### config.mk
export PLATFORM = sky130hd
export DESIGN_NAME = cnn_top
export DESIGN_NICKNAME = d
export VERILOG_FILES = /design/src/rtl/cnn_pkg.sv /design/src/rtl/cnn_bram.sv /design/src/rtl/cnn_top.sv
export SDC_FILE = /design/constraint.sdc
export NUM_CORES = 2
export LEC_CHECK = 0
export CAP_MARGIN = 20
export CORE_ASPECT_RATIO = 0.6
export CORE_UTILIZATION = 57
export CTS_CLUSTER_DIAMETER = 30
export CTS_CLUSTER_SIZE = 10
export DETAILED_ROUTE_END_ITERATION = 8
export MAX_ROUTING_LAYER = met4
export PLACE_DENSITY = 0.81
export SYNTH_ARGS = -nofsm -noshare
export SYNTH_HDL_FRONTEND = slang
export SYNTH_SLANG_ARGS = --single-unit
### constraint.sdc
create_clock -name clk -period 5.6 [get_ports clk]
set_input_delay 1.12 -clock clk [delete_from_list [all_inputs] [get_ports clk]]
set_output_delay 1.12 -clock clk [all_outputs]
set_load 0.005 [all_outputs]
### src/rtl/cnn_pkg.sv
// cnn_pkg: shared sizes, widths and FSM states for the 1-D CNN accelerator
package cnn_pkg;
   localparam int CONV_DATA_W    = 8;
   localparam int CONV_ADDR_W    = 4;
   localparam int CONV_ACCUM_W   = 24;
   localparam int DENSE_DATA_W   = 24;
   localparam int DENSE_WEIGHT_W = 8;
   localparam int DENSE_ADDR_W   = 5;
   localparam int INPUT_LEN      = 8;
   localparam int KERNEL_LEN     = 3;
   localparam int INPUT_FEATURES = 6;
   localparam int OUTPUT_CLASSES = 3;
   localparam int DENSE_ACC_W    = 40;
   typedef enum logic [2:0] {
      IDLE, CONV_RD, CONV_ACC, CONV_WR, DENSE_RD, DENSE_ACC, DENSE_CMP, DONE
   } state_t;
endpackage

### src/rtl/cnn_bram.sv
// cnn_bram: single-port RAM with synchronous write and one-cycle registered read
module cnn_bram #(
   parameter int DATA_W = 8,
   parameter int ADDR_W = 4
) (
   input  logic              clk,
   input  logic              we,
   input  logic [ADDR_W-1:0] addr,
   input  logic [DATA_W-1:0] din,
   output logic [DATA_W-1:0] dout
);
   logic [DATA_W-1:0] mem [2**ADDR_W];
   // write when enabled; read data appears one cycle after the address
   always_ff @(posedge clk) begin
      if (we) mem[addr] <= din;
      dout <= mem[addr];
   end
endmodule

### src/rtl/cnn_top.sv
// cnn_top: Conv1D + ReLU + dense + argmax single-inference accelerator
module cnn_top
   import cnn_pkg::*;
(
   input  logic                      clk,
   input  logic                      rst_n,
   input  logic                      start,
   output logic                      done,
   input  logic                      data_bram_wen,
   input  logic [CONV_ADDR_W-1:0]    data_bram_addr,
   input  logic [CONV_DATA_W-1:0]    data_bram_din,
   input  logic                      weight_bram_wen,
   input  logic [CONV_ADDR_W-1:0]    weight_bram_addr,
   input  logic [CONV_DATA_W-1:0]    weight_bram_din,
   input  logic                      feature_bram_wen,
   input  logic [DENSE_ADDR_W-1:0]   feature_bram_addr,
   input  logic [DENSE_DATA_W-1:0]   feature_bram_din,
   input  logic                      dense_w_bram_wen,
   input  logic [DENSE_ADDR_W-1:0]   dense_w_bram_addr,
   input  logic [DENSE_WEIGHT_W-1:0] dense_w_bram_din,
   output logic [1:0]                final_class_out
);
   localparam logic [2:0] K_LAST = 3'(INPUT_FEATURES - 1);
   localparam logic [1:0] J_LAST = 2'(KERNEL_LEN - 1);
   localparam logic [2:0] I_LAST = 3'(INPUT_FEATURES - 1);
   localparam logic [1:0] C_LAST = 2'(OUTPUT_CLASSES - 1);
   state_t state, state_nx;
   logic [2:0] k, i;
   logic [1:0] j, c, best_idx;
   logic signed [CONV_ACCUM_W-1:0] acc, cprod;
   logic signed [DENSE_ACC_W-1:0] dacc, best, dprod;
   logic [CONV_DATA_W-1:0] data_q, weight_q;
   logic [DENSE_DATA_W-1:0] feat_q, relu;
   logic [DENSE_WEIGHT_W-1:0] dw_q;
   logic [CONV_ADDR_W-1:0] data_addr, weight_addr;
   logic [DENSE_ADDR_W-1:0] feat_addr, dw_addr;
   logic busy, win;
   assign busy = state != IDLE && state != DONE;
   assign done = state == DONE;
   assign cprod = CONV_ACCUM_W'($signed(data_q)) * CONV_ACCUM_W'($signed(weight_q));
   assign dprod = DENSE_ACC_W'($signed(feat_q)) * DENSE_ACC_W'($signed(dw_q));
   assign relu = acc[CONV_ACCUM_W-1] ? '0 : acc;
   assign win = c == 2'd0 || dacc > best;
   assign data_addr = busy ? CONV_ADDR_W'(k) + CONV_ADDR_W'(j) : data_bram_addr;
   assign weight_addr = busy ? CONV_ADDR_W'(j) : weight_bram_addr;
   assign feat_addr = busy ? DENSE_ADDR_W'(state == CONV_WR ? k : i) : feature_bram_addr;
   assign dw_addr = busy ? DENSE_ADDR_W'(c) * DENSE_ADDR_W'(INPUT_FEATURES) + DENSE_ADDR_W'(i)
                         : dense_w_bram_addr;
   cnn_bram #(.DATA_W(CONV_DATA_W), .ADDR_W(CONV_ADDR_W)) u_data (
      .clk(clk), .we(data_bram_wen && !busy), .addr(data_addr), .din(data_bram_din), .dout(data_q));
   cnn_bram #(.DATA_W(CONV_DATA_W), .ADDR_W(CONV_ADDR_W)) u_weight (
      .clk(clk), .we(weight_bram_wen && !busy), .addr(weight_addr), .din(weight_bram_din), .dout(weight_q));
   cnn_bram #(.DATA_W(DENSE_DATA_W), .ADDR_W(DENSE_ADDR_W)) u_feat (
      .clk(clk), .we(busy ? state == CONV_WR : feature_bram_wen), .addr(feat_addr),
      .din(busy ? relu : feature_bram_din), .dout(feat_q));
   cnn_bram #(.DATA_W(DENSE_WEIGHT_W), .ADDR_W(DENSE_ADDR_W)) u_dw (
      .clk(clk), .we(dense_w_bram_wen && !busy), .addr(dw_addr), .din(dense_w_bram_din), .dout(dw_q));
   // state register, aborted to IDLE by reset
   always_ff @(posedge clk or negedge rst_n) begin
      if (!rst_n) state <= IDLE;
      else state <= state_nx;
   end
   // sequencing: read then accumulate per tap/feature, write or compare at the end of each loop
   always_comb begin
      state_nx = state;
      case (state)
         IDLE, DONE: if (start) state_nx = CONV_RD;
         CONV_RD:    state_nx = CONV_ACC;
         CONV_ACC:   state_nx = j == J_LAST ? CONV_WR : CONV_RD;
         CONV_WR:    state_nx = k == K_LAST ? DENSE_RD : CONV_RD;
         DENSE_RD:   state_nx = DENSE_ACC;
         DENSE_ACC:  state_nx = i == I_LAST ? DENSE_CMP : DENSE_RD;
         DENSE_CMP:  state_nx = c == C_LAST ? DONE : DENSE_RD;
         default:    state_nx = IDLE;
      endcase
   end
   // loop counters, accumulators and running argmax
   always_ff @(posedge clk or negedge rst_n) begin
      if (!rst_n) begin
         k <= '0;
         j <= '0;
         i <= '0;
         c <= '0;
         acc <= '0;
         dacc <= '0;
         best <= '0;
         best_idx <= '0;
         final_class_out <= '0;
      end else begin
         case (state)
            IDLE, DONE: if (start) begin
               k <= '0;
               j <= '0;
               i <= '0;
               c <= '0;
               acc <= '0;
               dacc <= '0;
            end
            CONV_ACC: begin
               acc <= acc + cprod;
               if (j != J_LAST) j <= j + 2'd1;
            end
            CONV_WR: begin
               acc <= '0;
               j <= '0;
               k <= k + 3'd1;
            end
            DENSE_ACC: begin
               dacc <= dacc + dprod;
               if (i != I_LAST) i <= i + 3'd1;
            end
            DENSE_CMP: begin
               dacc <= '0;
               i <= '0;
               c <= c + 2'd1;
               if (win) begin
                  best <= dacc;
                  best_idx <= c;
               end
               if (c == C_LAST) final_class_out <= win ? c : best_idx;
            end
            default: ;
         endcase
      end
   end
endmodule

Word level (Yosys, flattened, before mapping)
Memories as Yosys holds them, arrays and structs flattened. A register that Yosys moved wholly into a read port is not among the register bits. Index checks and enable logic that the tools add are counted.

Bits of input ports: 73. Output and inout port bits: 3. Memories: 4. Flip-flop bits (word level): 121. Memory bits (writable): 1280. Word-level logic and storage cells: 100.

Memory list: u_feat.mem (depth 32, width 24, rd ports 1, clocked after memory_dff 1, wr ports 1, line cnn_bram.sv:12) `logic [DATA_W-1:0] mem [2**ADDR_W];`; u_dw.mem (depth 32, width 8, rd ports 1, clocked after memory_dff 1, wr ports 1, line cnn_bram.sv:12); u_data.mem (depth 16, width 8, rd ports 1, clocked after memory_dff 1, wr ports 1, line cnn_bram.sv:12); u_weight.mem (depth 16, width 8, rd ports 1, clocked after memory_dff 1, wr ports 1, line cnn_bram.sv:12).

Magnitude comparators: 1. Reductions and logical operators: 22. Add/sub/neg operators: 8. Multipliers: 3. Mux-type cells: 35. Equality and inequality tests: 17.

Operators with widths (number): case mux 40 bit (3 select lines) (1); case mux 24 bit (3 select lines) (1); two-way mux 24 bit (2); adder 40 x 32 -> 40 bit (1); > comparator 40 bit (1); two-way mux 40 bit (1); multiplier 24 x 8 -> 32 bit (1); adder 24 x 16 -> 24 bit (1); two-way mux 23 bit (1); case mux 3 bit (7 select lines) (1); == test 3 bit (second input constant) (6); multiplier 8 x 8 -> 16 bit (1); two-way mux 3 bit (5); two-way mux 2 bit (6); AND reduction 2 bit (6); two-way mux 5 bit (2); two-way mux 1 bit (9); case mux 3 bit (3 select lines) (1); nonzero test 3 bit (3); two-way mux 4 bit (2); != test 2 bit (second input constant) (4); adder 3 x 1 -> 3 bit (second input constant) (2); == test 3 x 2 -> 1 bit (second input constant) (2); != test 3 bit (second input constant) (2); other kinds (17) (24).

Logic depth before layout (Yosys ltp)
Depth in word-level cells: 6. Depth in mapped cells: 21. Gate-level depth less buffers: 21.

Cells and area by module
A second synthesis with hierarchy kept.

Cell total of the unflattened synthesis: 4615. Area, all modules: 69505.4 um^2.

By module, submodules not included: cnn_bram at u_feat (area an instance 30002.5 um^2, seq. area each 23542.6 um^2, times used 1, cells an instance 1596); cnn_top (area an instance 19162.1 um^2, seq. area each 3027.9 um^2, times used 1, cells an instance 1983); cnn_bram at u_dw (area an instance 10206.0 um^2, seq. area each 7847.5 um^2, times used 1, cells an instance 576); cnn_bram at u_data ... (area an instance 5067.4 um^2, seq. area each 4003.8 um^2, times used 2, cells an instance 230).

Worst setup path before layout
Ideal clock, no wire load.

Kind: register to register. From: register u_feat.dout[23] (read register of u_feat.mem). To: register dacc[34]. Buffers on the path: 1. Stages on the path, launching flop included: 19. Clock period less this slack: 5645 ps. Required time: 5479 ps. Data arrival time: 5524 ps. Library setup time: 121 ps. Slack: -45 ps. Cell sequence: dfxtp_1 -> and2_1 -> inv_1 -> fa_1 -> inv_1 -> fa_1 -> fa_1 -> fa_1 -> ha_1 -> ha_1 -> and3_1 -> clkbuf_1 -> a31oi_1 -> o211ai_1 -> a31o_2 -> o21ai_0 -> o21ai_0 -> xor2_1 -> a22o_1.

Cells in the longest elaborated chain, start to end: 3.

Ends and longest elaborated chain: from (decl) (line cnn_bram.sv:10) `output logic [DATA_W-1:0] dout`; multiplier 24 x 8 -> 32 bit (line cnn_top.sv:41) `assign dprod = DENSE_ACC_W'($signed(feat_q)) * DENSE_ACC_W'($signed(dw_q));`; adder 40 x 32 -> 40 bit (line cnn_top.sv:109) `dacc <= dacc + dprod;`; case mux 40 bit (3 select lines) (line cnn_top.sv:90) `case (state)`; to (signal assigned) (line cnn_top.sv:109); to (decl) (line cnn_top.sv:31) `logic signed [DENSE_ACC_W-1:0] dacc, best, dprod;`.

No other way between the ends. A chain may end at the register's enable or synchronous reset.

Worst setup path after layout
From: register u_dw.dout[1] (read register of u_dw.mem). To: register dacc[38].

Cells in the longest elaborated chain, start to end: 3.

Ends and longest elaborated chain (line): from (decl) (cnn_bram.sv:10); multiplier 24 x 8 -> 32 bit (cnn_top.sv:41); adder 40 x 32 -> 40 bit (cnn_top.sv:109); case mux 40 bit (3 select lines) (cnn_top.sv:90).

No other way between the ends.

==> metrics.md <==
| Metric | Value |
|---|---|
| CP Launch Type | `flop` |
| Tcrit/Tclk final | `0.983` |
| Clock transition at the registers of the reported paths | `50 ps` |
| Launch point of the worst path | `u_dw.dout[1]$_DFF_P_` |
| CTS max path bufs | `3` |
| Area of the die | `0.126 mm²` |
| Proportion of synthesized chip area in sequential cells | `0.600` |
| Overall die width | `457 µm` |
| Largest fanout of any net on the critical path | `11` |
| Endpoints failing hold | `0` |
| Final setup viols | `0` |
| Detailed router's first-iteration violation count | `6473` |
| Clock buffer count from CTS | `193` |
| Aggregate global-route resource usage | `0.299` |
| Hold WC Path Type | `in2async` |
| Number of design rule violations left after detail routing | `0` |
| Number of flip-flops and latches in the synthesized netlist | `1449` |
| Slew at the pin closest to its max-slew limit | `1110 ps` |
| Required time at the endpoint of the critical path | `6270 ps` |
| Post-Synthesis Net Count | `5781` |
| Floorplan Core Area | `0.122 mm²` |
| Row count | `99` |
| Syn Std Cell Area | `0.0707 mm²` |
| Detail Placement HPWL | `119 mm` |
| Clock Skews | `83.0 ps` |
| Number of antenna violations at the first check in global routing | `11` |
| Tmin final | `5500 ps` |
| Endpoint type of the worst setup path | `flop` |
| Syn avg cell area | `13.6 µm²` |
| Vias | `45425` |
| Count of warnings emitted by yosys | `0` |
| Number of nets in the finished design | `6035` |
| Vertical die dimension | `275 µm` |
| Max-cap viol count | `0` |
| Cells after Synth | `5194` |
| CTS tree | `built` |
| Max Freq | `0.182 GHz` |
| Number of H-tree levels | `4` |
| Slew headroom | `0.255` |
| Number of port buffers | `75` |
| Global placement routability congestion | `0.960` |
| Worst Path Arrival | `6170 ps` |
| Worst-Skew Late Latency | `820 ps` |
| Overflow left after global routing | `0` |
| Root Buffer | `sky130_fd_sc_hd__clkbuf_16` |
| Max-slew violation count | `0` |
| Tightest hold margin | `385 ps` |
| Share of async-settable or async-resettable flops after synthesis | `0.0835` |
| Syn-to-layout area delta | `15.6%` |
| WS Path Type | `reg2reg` |
| Outcome | `finished clean` |
| Effective utilization at floorplan | `0.578` |
| Vias in the first global route | `45349` |
| Average via count per standard cell | `6.30` |
| Number of flops mapped to enable cells by yosys | `1280` |
| Reg-to-Reg Start | `u_dw.dout[1]$_DFF_P_` |
| Number of distinct library cells after synthesis | `73` |
| Setup repair after global routing missed its margin | `true` |
| Largest net degree at the start of global routing | `98` |
| Wire length of the first global-routing pass | `274 mm` |
| Post-synth top flop | `sky130_fd_sc_hd__edfxtp_1` |
| CTS sink cnt | `1449` |
| ANT nets after route | `0` |
| Worst reg2reg setup slack | `100 ps` |
| Routed WL | `182 mm` |
| CTS Hold Bufs | `0` |
| Share of cells above drive strength 1 | `0.135` |
| Number of I/O pins | `76` |
| Detailed Routing Iterations Pass 1 | `6` |
| Average wire per cell in the routed design | `25.3 µm` |
critical path, cell delays in order, from the launching register on:
cell and delay (ps):
sky130_fd_sc_hd__dfxtp_1 350, sky130_fd_sc_hd__buf_12 150, sky130_fd_sc_hd__buf_4 150, sky130_fd_sc_hd__nand2_1 70, sky130_fd_sc_hd__fa_1 490, sky130_fd_sc_hd__inv_1 50, sky130_fd_sc_hd__fa_1 480, sky130_fd_sc_hd__fa_2 590
sky130_fd_sc_hd__fa_1 410, sky130_fd_sc_hd__ha_1 280, sky130_fd_sc_hd__ha_1 390, sky130_fd_sc_hd__nand3_1 100, sky130_fd_sc_hd__o211ai_1 320, sky130_fd_sc_hd__a221oi_2 130, sky130_fd_sc_hd__buf_4 190, sky130_fd_sc_hd__a2111oi_4 380
sky130_fd_sc_hd__buf_4 190, sky130_fd_sc_hd__o21ai_4 90, sky130_fd_sc_hd__o31ai_2 280, sky130_fd_sc_hd__xor2_1 110, sky130_fd_sc_hd__a22o_1 180
stage by stage:
stage	TNS, ps	instances	util	instance area [µm²]	setup WS [ps]
floorplan	0	5194	-	70700	139
global placement	-1350	6852	0.613	75000	-361
detailed placement	-1870	6855	0.614	75000	-431
CTS	0	7176	0.664	81200	2.49
global route	-71.8	7205	0.669	81700	-24.3
finish	0	7207	0.669	81700	97.4
kinds of logic after synthesis:
family | after synthesis | share of synthesized area
AND/OR/NAND/NOR | 1547 | 0.0997
multiplexers | 426 | 0.0786
adder cells (fa/ha/maj) | 514 | 0.125
buffers and inverters | 550 | 0.0306
flip-flops | 1449 | 0.600
XOR/XNOR | 62 | 0.00768
AO/OA/AOI/OAI | 646 | 0.0584
synthesized netlist by cell type, drive strengths merged, types with 16 or more instances:
| library cell | number | area [µm²] |
|---|---|---|
| o21ai | 124 | 621 |
| a21o | 29 | 218 |
| mux2 | 22 | 312 |
| fa | 322 | 6450 |
| nor2 | 180 | 678 |
| dfrtp | 121 | 3030 |
| a21oi | 206 | 1030 |
| and3 | 61 | 382 |
| nand3 | 195 | 976 |
| nand2 | 788 | 2960 |
| inv | 306 | 1150 |
| dfxtp | 48 | 961 |
| a32o | 26 | 260 |
| a31oi | 56 | 350 |
| a211oi | 27 | 203 |
| edfxtp | 1280 | 38400 |
| a22oi | 33 | 248 |
| a221oi | 24 | 210 |
| mux4 | 96 | 2160 |
| clkbuf | 154 | 578 |
| o22ai | 16 | 100 |
| mux2i | 308 | 3080 |
| xnor2 | 40 | 350 |
| a22o | 40 | 350 |
| ha | 192 | 2400 |
| nand4 | 25 | 156 |
| nor2b | 47 | 294 |
| xor2 | 22 | 193 |
| and2 | 160 | 1000 |
| buf | 89 | 432 |
| nand2b | 31 | 194 |
final timing paths:
check                                       endpoint  cells after the start
worst min-delay path             dacc[2]$_DFFE_PN0P_                      1
worst max register to register  dacc[38]$_DFFE_PN0P_                     20
worst min register to register    acc[6]$_DFFE_PN0P_                      2
max in group asynchronous       best[37]$_DFFE_PN0P_                      2
worst max-delay path            dacc[38]$_DFFE_PN0P_                     20
min in group clk                  acc[6]$_DFFE_PN0P_                      2
area by class of cell:
| type | instances | area, µm² |
|---|---|---|
| sequential | 1449 | 42400 |
| fill | 7905 | 40500 |
| multi-input combinational | 3195 | 26900 |
| clock buffer | 246 | 5100 |
| timing repair buffer | 302 | 2950 |
| tap | 1616 | 2020 |
| inverter | 307 | 1150 |
| clock inverter | 75 | 1080 |
| antenna | 17 | 42.5 |
repair_timing:
| action | 4_1_cts | 5_1_grt |
|---|---|---|
| gates resized for setup | 9 | 60 |
| buffers inserted | 0 | 2 |
| pin swaps | 0 | 11 |
| setup endpoints to repair | 10 | 20 |
sequential cells by signal (all words and copies together), names as in the netlist, 24 cells and up:
| register | count |
|---|---|
| u_dw.mem | 256 |
| u_feat.mem | 768 |
| u_data.mem | 128 |
| dacc | 40 |
| acc | 24 |
| u_weight.mem | 128 |
| best | 40 |
| u_feat.dout | 24 |
metal layers:
metal / GRT usage / vias to the layer above / share of wire
met2: 0.416 / 3062 / 0.43
met3: 0.0749 / 374 / 0.12
met4: 0.103 / 0 / 0.031
met5: - / - / 0
met1: 0.431 / 22712 / 0.41
li1: - / 19277 / -
cell usage in the layout, fill, tap and decap left out, types with 16 or more instances in the layout:
cell                              instances
sky130_fd_sc_hd__nand2_1                787
sky130_fd_sc_hd__clkdlybuf4s50_1         74
sky130_fd_sc_hd__a22oi_1                 33
sky130_fd_sc_hd__nand3_1                194
sky130_fd_sc_hd__a211oi_1                25
sky130_fd_sc_hd__nand2b_1                31
sky130_fd_sc_hd__nor2_4                  24
sky130_fd_sc_hd__buf_12                  28
sky130_fd_sc_hd__xnor2_1                 40
sky130_fd_sc_hd__clkbuf_1                47
sky130_fd_sc_hd__edfxtp_1              1280
sky130_fd_sc_hd__a221oi_1                23
sky130_fd_sc_hd__diode_2                 17
sky130_fd_sc_hd__mux2i_1                304
sky130_fd_sc_hd__nor2_1                 144
sky130_fd_sc_hd__a21oi_1                196
sky130_fd_sc_hd__nand4_1                 25
sky130_fd_sc_hd__a31oi_1                 54
sky130_fd_sc_hd__fa_1                   318
sky130_fd_sc_hd__clkbuf_16              195
sky130_fd_sc_hd__mux4_2                  96
sky130_fd_sc_hd__nor2b_1                 46
sky130_fd_sc_hd__xor2_1                  22
sky130_fd_sc_hd__inv_1                  306
sky130_fd_sc_hd__clkinv_2                17
sky130_fd_sc_hd__a21o_1                  29
sky130_fd_sc_hd__mux2_4                  17
sky130_fd_sc_hd__dfxtp_1                 36
sky130_fd_sc_hd__o22ai_1                 16
sky130_fd_sc_hd__buf_4                  181
sky130_fd_sc_hd__ha_1                   186
sky130_fd_sc_hd__o21ai_0                 99
sky130_fd_sc_hd__a22o_1                  40
sky130_fd_sc_hd__and2_1                 157
sky130_fd_sc_hd__a32o_1                  26
sky130_fd_sc_hd__and3_1                  59
sky130_fd_sc_hd__dfrtp_1                121
Power is not shown: default switching activity piles up to over one toggle a cycle in this logic, so the estimate is an artifact.
